**config.mk**
```make
export PLATFORM = sky130hd
export DESIGN_NAME = load_align_unit
export DESIGN_NICKNAME = d
export VERILOG_FILES = /design/src/rtl/load_align_unit.sv
export SDC_FILE = /design/constraint.sdc
export NUM_CORES = 1
export LEC_CHECK = 0
export BUFFER_PORTS_ARGS = -buffer_cell sky130_fd_sc_hd__buf_4
export CORE_ASPECT_RATIO = 0.5
export CORE_MARGIN = 2
export CORE_UTILIZATION = 44
export DETAILED_ROUTE_END_ITERATION = 7
export PLACE_DENSITY_LB_ADDON = 0.12
export SETUP_SLACK_MARGIN = 0.15
export SYNTH_ARGS = -nofsm -noshare
export SYNTH_HDL_FRONTEND = slang
export SYNTH_SLANG_ARGS = --single-unit
```
**constraint.sdc**
```tcl
create_clock -name clk -period 4.63 [get_ports clk]
set_input_delay 0.463 -clock clk [delete_from_list [all_inputs] [get_ports clk]]
set_output_delay 0.463 -clock clk [all_outputs]
set_load 0.02 [all_outputs]
```
**src/rtl/load_align_unit.sv**
```systemverilog
// MEM-stage load unit: word-aligned bus master with alignment check,
// byte/halfword/word extraction and a registered, backpressured result.
module load_align_unit #(
    parameter int unsigned DATA_W     = 32,
    parameter int unsigned ADDR_W     = 32,
    parameter bit          BIG_ENDIAN = 1'b1
) (
    input  logic              clk,
    input  logic              rst,
    input  logic              ld_valid,
    input  logic [7:0]        ld_op,
    input  logic [ADDR_W-1:0] ld_addr,
    output logic              ld_ready,
    output logic              mem_req,
    output logic [ADDR_W-1:0] mem_addr,
    input  logic              mem_addr_ok,
    input  logic [DATA_W-1:0] mem_rdata,
    input  logic              mem_data_ok,
    output logic              res_valid,
    input  logic              res_ready,
    output logic [31:0]       res_data,
    output logic              res_adel,
    output logic [ADDR_W-1:0] res_badvaddr,
    input  logic              flush,
    output logic              stall
);

    localparam int unsigned NBYTES = DATA_W / 8;
    localparam int unsigned OFF_W  = $clog2(NBYTES);
    localparam logic [ADDR_W-1:0] OFF_MASK = ADDR_W'(NBYTES - 1);

    localparam logic [7:0] EXE_LB_OP  = 8'b1110_0000;
    localparam logic [7:0] EXE_LBU_OP = 8'b1110_0100;
    localparam logic [7:0] EXE_LH_OP  = 8'b1110_0001;
    localparam logic [7:0] EXE_LHU_OP = 8'b1110_0101;
    localparam logic [7:0] EXE_LW_OP  = 8'b1110_0011;

    typedef enum logic [2:0] {
        IDLE,
        ADDR,
        DATA,
        DRAIN,
        RESP
    } state_t;

    state_t            state, state_nxt;
    logic [7:0]        op_q, op_nxt;
    logic [ADDR_W-1:0] addr_q, addr_nxt;
    logic [31:0]       data_q, data_nxt;
    logic              adel_q, adel_nxt;
    logic [ADDR_W-1:0] bad_q, bad_nxt;

    logic              accept;
    logic              misaligned;
    logic [7:0]        lanes [NBYTES];
    logic [OFF_W-1:0]  off;
    logic [7:0]        b0, b1, b2, b3;
    logic [15:0]       half;
    logic [31:0]       word;
    logic [31:0]       extracted;

    // Unrecognised ops fall through to the word rule.
    function automatic logic is_misaligned(input logic [7:0] op, input logic [1:0] a);
        case (op)
            EXE_LB_OP, EXE_LBU_OP: return 1'b0;
            EXE_LH_OP, EXE_LHU_OP: return a[0];
            EXE_LW_OP:             return |a;
            default:               return |a;
        endcase
    endfunction

    for (genvar k = 0; k < NBYTES; k++) begin : g_lane
        if (BIG_ENDIAN) begin : g_be
            assign lanes[k] = mem_rdata[DATA_W-1-8*k -: 8];
        end else begin : g_le
            assign lanes[k] = mem_rdata[8*k +: 8];
        end
    end

    assign off = addr_q[OFF_W-1:0];

    always_comb begin
        b0 = lanes[off];
        b1 = lanes[off + OFF_W'(1)];
        b2 = lanes[off + OFF_W'(2)];
        b3 = lanes[off + OFF_W'(3)];
        if (BIG_ENDIAN) begin
            half = {b0, b1};
            word = {b0, b1, b2, b3};
        end else begin
            half = {b1, b0};
            word = {b3, b2, b1, b0};
        end
        case (op_q)
            EXE_LB_OP:  extracted = {{24{b0[7]}}, b0};
            EXE_LBU_OP: extracted = {{24{1'b0}}, b0};
            EXE_LH_OP:  extracted = {{16{half[15]}}, half};
            EXE_LHU_OP: extracted = {{16{1'b0}}, half};
            default:    extracted = word;
        endcase
    end

    assign accept     = ld_valid && (state == IDLE) && !flush;
    assign misaligned = is_misaligned(ld_op, ld_addr[1:0]);

    always_comb begin
        state_nxt = state;
        op_nxt    = op_q;
        addr_nxt  = addr_q;
        data_nxt  = data_q;
        adel_nxt  = adel_q;
        bad_nxt   = bad_q;
        ld_ready  = (state == IDLE);
        stall     = (state != IDLE);
        mem_req   = (state == ADDR);
        res_valid = (state == RESP);

        case (state)
            IDLE: begin
                if (accept) begin
                    op_nxt   = ld_op;
                    addr_nxt = ld_addr;
                    if (misaligned) begin
                        state_nxt = RESP;
                        data_nxt  = '0;
                        adel_nxt  = 1'b1;
                        bad_nxt   = ld_addr;
                    end else begin
                        state_nxt = ADDR;
                    end
                end
            end
            ADDR: begin
                // An accepted request must still have its data consumed.
                if (mem_addr_ok) begin
                    state_nxt = flush ? DRAIN : DATA;
                end else if (flush) begin
                    state_nxt = IDLE;
                end
            end
            DATA: begin
                if (mem_data_ok) begin
                    if (flush) begin
                        state_nxt = IDLE;
                    end else begin
                        state_nxt = RESP;
                        data_nxt  = extracted;
                        adel_nxt  = 1'b0;
                        bad_nxt   = '0;
                    end
                end else if (flush) begin
                    state_nxt = DRAIN;
                end
            end
            DRAIN: begin
                if (mem_data_ok) begin
                    state_nxt = IDLE;
                end
            end
            RESP: begin
                if (res_ready || flush) begin
                    state_nxt = IDLE;
                    adel_nxt  = 1'b0;
                    bad_nxt   = '0;
                end
            end
            default: state_nxt = IDLE;
        endcase
    end

    always_ff @(posedge clk or posedge rst) begin
        if (rst) begin
            state  <= IDLE;
            op_q   <= '0;
            addr_q <= '0;
            data_q <= '0;
            adel_q <= 1'b0;
            bad_q  <= '0;
        end else begin
            state  <= state_nxt;
            op_q   <= op_nxt;
            addr_q <= addr_nxt;
            data_q <= data_nxt;
            adel_q <= adel_nxt;
            bad_q  <= bad_nxt;
        end
    end

    assign mem_addr     = addr_q & ~OFF_MASK;
    assign res_data     = data_q;
    assign res_adel     = adel_q;
    assign res_badvaddr = bad_q;

endmodule

```
==> results of run 1 <==
-- power by group --
part           leakage (nW)  switching (W)  total, W  internal, W
clock                 0.161       0.000374  0.000826     0.000452
sequential             1.37       0.000448   0.00179      0.00134
combinational          2.17        0.00147   0.00269      0.00121
total                  3.69        0.00230   0.00530      0.00300
-- per-stage QoR --
| step | instance area [um2] | std cells | worst slack, ps |
|---|---|---|---|
| 2_1_floorplan | 6160 | 587 | 1320 |
| 3_3_place_gp | 7240 | 884 | 1940 |
| 3_5_place_dp | 7240 | 884 | 1930 |
| 4_1_cts | 7570 | 900 | 2020 |
| 5_1_grt | 7570 | 900 | 1820 |
| 6_report | 7570 | 900 | 2020 |
-- worst max path at each step --
stage               startpoint          endpoint  slack (ps)  depth (start not counted)
finish               addr_q[1]       res_data[8]        2020                          5
global route          state[2]  res_badvaddr[25]        1820                          6
CTS                  addr_q[1]       res_data[8]        2020                          5
detailed placement    ld_op[4]  res_badvaddr[19]        1930                          7
global placement      ld_op[4]  res_badvaddr[29]        1940                          7
floorplan                  rst         addr_q[0]        1320                          1
-- cell families (layout without fill, tap and decap cells) --
group / Yosys count / after routing
AOI/OAI and AO/OA: 137 / 137
xor gates and xnor gates: 2 / 2
buffers and inverters: 82 / 203
DFF: 108 / 108
muxes: 103 / 103
other: 1 / 2
and+or+nand+nor: 153 / 153
-- synthesized netlist by cell type (all sizes together) --
library cell and number:
nor4 3, mux2i 52, nand3 2, a22o 1, and4bb 2, clkbuf 11, a31oi 1, nand2 98
nand3b 1, a21o 16, o21bai 1, dfrtp 108, o32ai 2, conb 1, or2b 1, a21oi 11
a32o 1, and3 1, o2bb2ai 6, nor2 31, o21ai 52, a211o 1, o31ai 16, o31a 3
nor3b 1, a311oi 2, o211ai 3, a221oi 6, or3 1, and2 2, nor3 1, mux4 1
or2 2, a22oi 1, inv 5, xor2 2, mux2 50, a2111oi 1, nand2b 4, nor2b 3
a211oi 13, buf 66
-- routing by layer --
metal | track usage, % | part of all wire [%] | up-vias
li1 | - | - | 2263
met1 | 25.1 | 44 | 2237
met2 | 35.7 | 49 | 127
met3 | 5.69 | 6.3 | 6
met4 | 4.16 | 0.83 | 0
met5 | 0 | 0 | -
-- sequential cells by signal, indices dropped and copies added (netlist names) --
| name | cells |
|---|---|
| res_adel | 1 |
| res_data | 32 |
| res_badvaddr | 32 |
| op_q | 8 |
| addr_q | 32 |
| state | 3 |
-- worst register-to-register path, stage by stage (launching register included) --
cell and delay [ps]:
dfrtp_2 1130, mux2i_1 340, mux2_4 370, o31a_4 360, a211oi_2 240, a21o_1 100
-- layout make-up --
cell class,instances,share of cell area [%]
timing repair buffer,182,18.1
clock buffer,10,3.16
clock inverter,6,1.17
multi-input combinational,397,38.4
inverter,5,0.281
sequential,108,35.7
tap,192,3.17
==> metrics.cfg, run 1 <==
[outcome]
status = completed

[drt]
drtIter0Drc = 195
route.detailed.drc = 0
via_count = 4633
drt-total-wl_um = 14800
ant_nets = 0
wl_per_cell_um = 16.5
firstDrtPassIters = 4
avgViaCountPerCell = 5.15

[power]
power_leakage_nw = 3.69
total_power_w = 0.00530
ir_worst_vdd_uv = 309
power.density_mw_per_mm2 = 700

[setup_path]
worst-setup-path-type = reg2reg
critPathLaunchType = register
cp.arrival_ps = 2880
cpMaxStageDelayCell = dfrtp_2
worstSetupEndpointType = register
crit_buf_inv = 0
max_stage_delay_ps = 1130
crit_chain = mux2i_1 > mux2_4 > o31a_4 > a211oi_2 > a21o_1
required_ps = 4900
cp_max_fo = 50
reg2reg_from = addr_q[1]
r2r_cells = 5
timing.rr.end = res_data[8]
path_delay_family = flip-flops
regToRegSetupSlack_ps = 2020

[clock_network]
hold_buffers = 0
clock_sink_count = 108
clk_path_buf_depth = 2
cts_tree = done
numCtsBuffers = 9
clock_latency_ps = 340
postCtsSetupBuffers = 0
cts_resized = 0
h-tree-depth = 3
cts-root-buf = clkbuf_16
clk_pin_slew_worst_paths_ps = 80

[final_layout]
layout-drive-gt1-share_pct = 41.4
fin_nets = 782
mostFrequentLayoutCells = buf_4 (182), dfrtp_1 (106), nand2_1 (97)
antenna_cells = 0
syn2layout_area_growth_pct = 23.0
regArea_mm2 = 0.00271
layout_commonest_cell = buf_4
fin_util_pct = 55.7
multi_input_area_mm2 = 0.00291
fill_cells = 1269

[timing]
timing.hold.ws_ps = 321
finalHoldViolCount = 0
final.period_utilization_pct = 56.3
finalClockSkew_ps = 8.27
finalCriticalPeriod_ps = 2610
worst_pin_slew_ps = 1170
fmax_ghz = 0.384
slew_violations = 0
final-setup-viol-count = 0
relSlewSlack_pct = 22.3
rsz0062_at_grt = no
tns_ps = 0

[floorplan]
io_pins = 180
start_util_pct = 45.3
num_rows = 30
die_h_um = 87.6
dieArea_mm2 = 0.0150
design.core.area_mm2 = 0.0136
die_x_um = 171

[synthesis]
ys_ff_latch = 108
yosysWarnings = 0
synth_cell_type_count = 57
syn_avg_cell_area_um2 = 10.5
syn_inst = 586
yosys.area_share.simple_pct = 11.2
synth_xor_area_share_pct = 0.285
synth_top_family_by_area = multiplexers
synthMuxAreaShare_pct = 18.1
synth.area.top_cells = dfrtp_1 (44%), mux2i_1 (8.5%), mux2_2 (8.4%)
synth_compound_area_share_pct = 17.4
synth_seq_area_share_pct = 43.9
synth_area_mm2 = 0.00615
netlist.top_cell.by_area = dfrtp_1
synth_top_area_share_pct = 43.9
synth_adder_area_share_pct = 0

[grt]
track_usage_pct = 20.2
grt_pass1_wl_um = 23900
grt_max_degree = 74
grt_pass1_vias = 4667
antenna_found_initial = 0
grt-ovfl-total = 0

[placement]
dpl.hpwl_um = 10600
gp_congestion = 0.784
port_buffers = 177

[min_path]
hp-class = in2async

[job]
cap_violations = 0

Note: power is estimated with default switching activity, not from simulation.
==> inputs of run 2 (changes only) <==
clock period = 2.7 ns   (was 4.63 ns; I/O delays follow)
==> metrics.cfg, run 2 (same netlist as run 1, synthesis figures left out) <==
[placement]
dpl_cell_area_mm2 = 0.00736  ; +1.7%
dpl.hpwl_um = 10700  ; +1.3%
gp_congestion = 0.871  ; +11%
dp_cells = 895  ; +1.2%
post-place-ws_ps = 610  ; -1320 ps
port_buffers = 177  ; unchanged

[clock_network]
hold_buffers = 0  ; unchanged
clock_sink_count = 108  ; unchanged
clk_path_buf_depth = 2  ; unchanged
h-tree-depth = 3  ; unchanged
clk_pin_slew_worst_paths_ps = 80  ; about the same
cts-root-buf = clkbuf_16
cts_tree = done
cts_resized = 0  ; unchanged
numCtsBuffers = 9  ; unchanged
postCtsSetupBuffers = 0  ; unchanged
clock_latency_ps = 350  ; about the same

[power]
clock_power_share_pct = 16.0  ; +0.4 points
internal_power_w = 0.00531  ; +77%
power_leakage_nw = 3.75  ; +1.7%
power.density_mw_per_mm2 = 1200  ; +72%
ir_worst_vdd_uv = 557  ; +80%
total_power_w = 0.00925  ; +75%
pwr-share-comb_pct = 53.0  ; +2.3 points
power.share.switching_pct = 42.6  ; -0.71 points
pwr-share-seq_pct = 31.1  ; -2.6 points
p_sw_w = 0.00394  ; +72%

[drt]
drt-total-wl_um = 14800  ; about the same
via_count = 4719  ; +1.9%
wl_per_cell_um = 16.3  ; -1.3%
drtIter0Drc = 259  ; +33%
avgViaCountPerCell = 5.18  ; +0.63%
route.detailed.drc = 0  ; unchanged
firstDrtPassIters = 5  ; +1
ant_nets = 0  ; unchanged

[grt]
grtUsageMet2_pct = 35.6  ; -0.073 points
grt_max_degree = 109  ; +47%
gr-max-usage-layer = met2
groute.layer.met1.usage_pct = 26.4  ; +1.3 points
grtUsageMet3_pct = 4.88  ; -0.81 points
grt-ovfl-total = 0  ; unchanged
antenna_found_initial = 0  ; unchanged
track_usage_pct = 20.7  ; +0.48 points
grt_pass1_wl_um = 24200  ; +1.4%
grt_pass1_vias = 4782  ; +2.5%

[setup_path]
cp.arrival_ps = 2300  ; -580 ps
cp_max_fo = 26  ; -48%
critPathLaunchType = register
required_ps = 2920  ; -1980 ps
worstSetupEndpointType = register
worst-setup-path-type = reg2reg

[timing]
rsz0062_at_grt = no
relSlewSlack_pct = 57.1  ; +35 points
fmax_ghz = 0.479  ; +25%
final.period_utilization_pct = 77.2  ; +21 points
final-setup-viol-count = 0  ; unchanged
slew_violations = 0  ; unchanged
finalCriticalPeriod_ps = 2090  ; -521 ps
tns_ps = 0  ; unchanged
layout_setup_ws_ps = 614  ; -1410 ps
finalClockSkew_ps = 11.3  ; +3.06 ps
finalHoldViolCount = 0  ; unchanged
worst_pin_slew_ps = 642  ; -524 ps

[outcome]
status = completed

[final_layout]
antenna_cells = 0  ; unchanged
final_cells = 911  ; +1.2%
layout_commonest_cell = buf_4
syn2layout_area_growth_pct = 25.1
mostFrequentLayoutCells = buf_4 (190), dfrtp_1 (106), nand2_1 (97)
fin_nets = 793  ; +1.4%
stdcell_area_mm2 = 0.00770  ; +1.7%
layout-drive-gt1-share_pct = 42.1  ; +0.76 points

[floorplan]
start_util_pct = 45.3  ; unchanged
design.core.area_mm2 = 0.0136  ; unchanged
die_h_um = 87.6  ; unchanged
die_x_um = 171  ; unchanged
io_pins = 180  ; unchanged
dieArea_mm2 = 0.0150  ; unchanged
num_rows = 30  ; unchanged

[min_path]
hp-class = in2async

[job]
cap_violations = 0  ; unchanged

run 2: worst paths after layout:
| kind | from | to | depth (start not counted) | slack (ps) |
|---|---|---|---|---|
| worst max-delay path | state[1] | res_badvaddr[7] | 6 | 610 |
| worst min-delay path | rst | addr_q[18] | 3 | 50 |
| worst max register to register | state[1] | res_badvaddr[7] | 6 | 610 |
| worst min register to register | res_badvaddr[23] | res_badvaddr[23] | 2 | 480 |
| max in group asynchronous | rst | addr_q[0] | 3 | 2110 |
| min in group clk | ld_addr[24] | addr_q[24] | 2 | 150 |
run 2: final cells by class:
type / instances / area, um2
inverter: 5 / 22.5
fill: 1272 / 5890
sequential: 108 / 2710
tap: 192 / 240
clock buffer: 10 / 229
multi-input combinational: 397 / 2910
clock inverter: 6 / 105
timing repair buffer: 193 / 1490
run 2: power groups by stage:
stage	Clock, W	Combinational, W	Sequential, W
2_1_floorplan	0	0.00345	0.00309
3_3_place_gp	0	0.00490	0.00288
3_5_place_dp	0	0.00495	0.00291
4_1_cts	0.00153	0.00495	0.00288
5_1_grt	0.00159	0.00536	0.00298
6_report	0.00148	0.00490	0.00287
run 2: worst max-delay path, stage by stage, from the launching register on:
cell,delay (ps)
dfrtp_1,600
nor2_1,130
o32ai_1,410
o211ai_4,320
buf_4,310
nand2_1,80
o21ai_0,80
run 2: stage by stage:
stage	hold slack, ps	util [%]
3_3_place_gp	463	54.2
3_5_place_dp	468	54.2
4_1_cts	114	56.6
5_1_grt	127	56.6
6_report	47.0	56.6
2_1_floorplan	397	-
run 2: layer usage:
metal,wire length [um],part of all wire (%)
met1,6620,45
met2,7240,49
met3,736,5.0
met4,219,1.5
met5,0,0
==> inputs of run 3 (changes only) <==
clock period = 2.1 ns   (was 2.7 ns; I/O delays follow)
==> metrics.cfg, run 3 (same netlist as run 1, synthesis figures left out) <==
[setup_path]
cp_max_fo = 7  ; -73%
worst-path-stages = 5  ; -1
path_delay_family = compound AO/OA/AOI/OAI gates
cpMaxStageDelayCell = dfrtp_2
max_stage_delay_ps = 500  ; -100 ps
worstSetupEndpointType = register
critPathLaunchType = register
worst-setup-path-type = reg2reg
required_ps = 2390  ; -530 ps
crit_chain = mux2i_1 > mux2_4 > o31a_4 > a211oi_2 > a21o_1
r2r_cells = 5  ; -1
cp.arrival_ps = 2170  ; -130 ps
crit_buf_inv = 0  ; -1

[final_layout]
antenna_cells = 0  ; unchanged
layout_commonest_cell = buf_4
syn2layout_area_growth_pct = 27.6
fin_nets = 805  ; +1.5%
mostFrequentLayoutCells = buf_4 (194), dfrtp_1 (105), nand2_1 (97)
fin_util_pct = 57.8  ; +1.2 points
layout-drive-gt1-share_pct = 43.1  ; +0.95 points

[clock_network]
cts-root-buf = clkbuf_16
numCtsBuffers = 9  ; unchanged
h-tree-depth = 3  ; unchanged
clock_sink_count = 108  ; unchanged
clock_latency_ps = 350  ; about the same
cts_tree = done
clk_pin_slew_worst_paths_ps = 80  ; about the same
clk_path_buf_depth = 2  ; unchanged

[floorplan]
start_util_pct = 45.3  ; unchanged
design.core.area_mm2 = 0.0136  ; unchanged
num_rows = 30  ; unchanged
io_pins = 180  ; unchanged
die_x_um = 171  ; unchanged
die_h_um = 87.6  ; unchanged
dieArea_mm2 = 0.0150  ; unchanged

[drt]
via_count = 4767  ; +1.0%
drtIter0Drc = 237  ; -8.5%
drt-total-wl_um = 15000  ; +1.4%
ant_nets = 0  ; unchanged
firstDrtPassIters = 4  ; -1
route.detailed.drc = 0  ; unchanged
avgViaCountPerCell = 5.16  ; -0.30%
wl_per_cell_um = 16.3  ; about the same

[placement]
dpl.hpwl_um = 10800  ; +1.0%
port_buffers = 177  ; unchanged
gp_congestion = 0.854  ; -1.9%

[grt]
grt_max_degree = 60  ; -45%
grt-ovfl-total = 0  ; unchanged
antenna_found_initial = 0  ; unchanged
grt_pass1_wl_um = 24000  ; -0.99%
grt_pass1_vias = 4686  ; -2.0%
track_usage_pct = 20.3  ; -0.34 points

[timing]
tns_ps = 0  ; unchanged
finalClockSkew_ps = 7.67  ; -3.65 ps
fmax_ghz = 0.533  ; +11%
relSlewSlack_pct = 57.9  ; +0.87 points
final-setup-viol-count = 0  ; unchanged
rsz0062_at_grt = no
final.period_utilization_pct = 89.4  ; +12 points
worst_pin_slew_ps = 631  ; -10.6 ps
finalCriticalPeriod_ps = 1880  ; -209 ps
finalHoldViolCount = 0  ; unchanged
slew_violations = 0  ; unchanged

[min_path]
hp-class = in2reg
whs_path_depth = 2

[outcome]
status = completed

[power]
power_leakage_nw = 3.84  ; +2.2%
power.density_mw_per_mm2 = 1550  ; +29%
ir_worst_vdd_uv = 758  ; +36%

[job]
cap_violations = 0  ; unchanged

==> run 3: cell types whose count changed in the layout (fill, tap and decap cells not counted) <==
| cell | delta |
|---|---|
| buf_4 | +4 |
| buf_12 | +4 |
| buf_2 | +1 |
| buf_6 | +2 |
| dfrtp_1 | -1 |
| nor4_2 | -1 |
| dlygate4sd3_1 | +1 |
| dfrtp_2 | +1 |
| nor4_4 | +1 |
==> run 3: power breakdown <==
group / internal (W) / leakage, nW / switching (W)
clock: 0.00108 / 0.162 / 0.000846
sequential: 0.00296 / 1.36 / 0.000644
combinational: 0.00301 / 2.31 / 0.00365
total: 0.00705 / 3.84 / 0.00514
==> run 3: worst reg2reg max path, stage by stage, from the launching register on <==
cell and delay [ps]:
dfrtp_2 500, mux2i_1 200, mux2_4 320, o31a_4 360, a211oi_2 320, a21o_1 110
==> run 3: routing by layer <==
layer / vias to the layer above / wire length (um) / GRT usage, %
met5: - / 0 / 0
li1: 2323 / - / -
met3: 15 / 1030 / 5.29
met2: 142 / 7090 / 34.5
met1: 2287 / 6690 / 26.3
met4: 0 / 223 / 5.16
==> run 3: timing repair <==
| item | CTS | global route |
|---|---|---|
| cloned | 0 | 0 |
| gates resized for setup | 1 | 3 |
| hold buffers | 1 | 0 |
| endpoints found under the setup margin | 1 | 28 |
| hold endpoints to repair | 59 | 0 |
| setup buffers | 0 | 2 |
==> run 3: final timing paths <==
check | from | end | slack (ps)
max | addr_q[1] | res_data[8] | 220
min | ld_addr[23] | addr_q[23] | 80
max reg2reg | addr_q[1] | res_data[8] | 220
min reg2reg | res_badvaddr[13] | res_badvaddr[13] | 480
max in group asynchronous | rst | addr_q[10] | 990
min in group asynchronous | rst | op_q[7] | 540
==> run 3: final cells by class <==
type / count / area [um2]
multi-input cells: 397 / 2920
inverters: 5 / 22.5
fillers: 1234 / 5730
clock buffers: 10 / 229
well taps: 192 / 240
clock inverters: 6 / 105
repair buffers: 205 / 1630
flip-flops and latches: 108 / 2710
==> run 3: per-stage QoR <==
stage / std cells / power (W) / hold slack (ps) / area, um2 / setup slack (ps)
detailed placement: 904 / 0.0103 / 354 / 7480 / 182
global route: 923 / 0.0130 / 70.3 / 7850 / 156
CTS: 921 / 0.0123 / 72.1 / 7830 / 167
finish: 923 / 0.0122 / 79.8 / 7850 / 223
global placement: 904 / 0.0102 / 344 / 7480 / 184
floorplan: 587 / 0.00840 / 337 / 6160 / 444
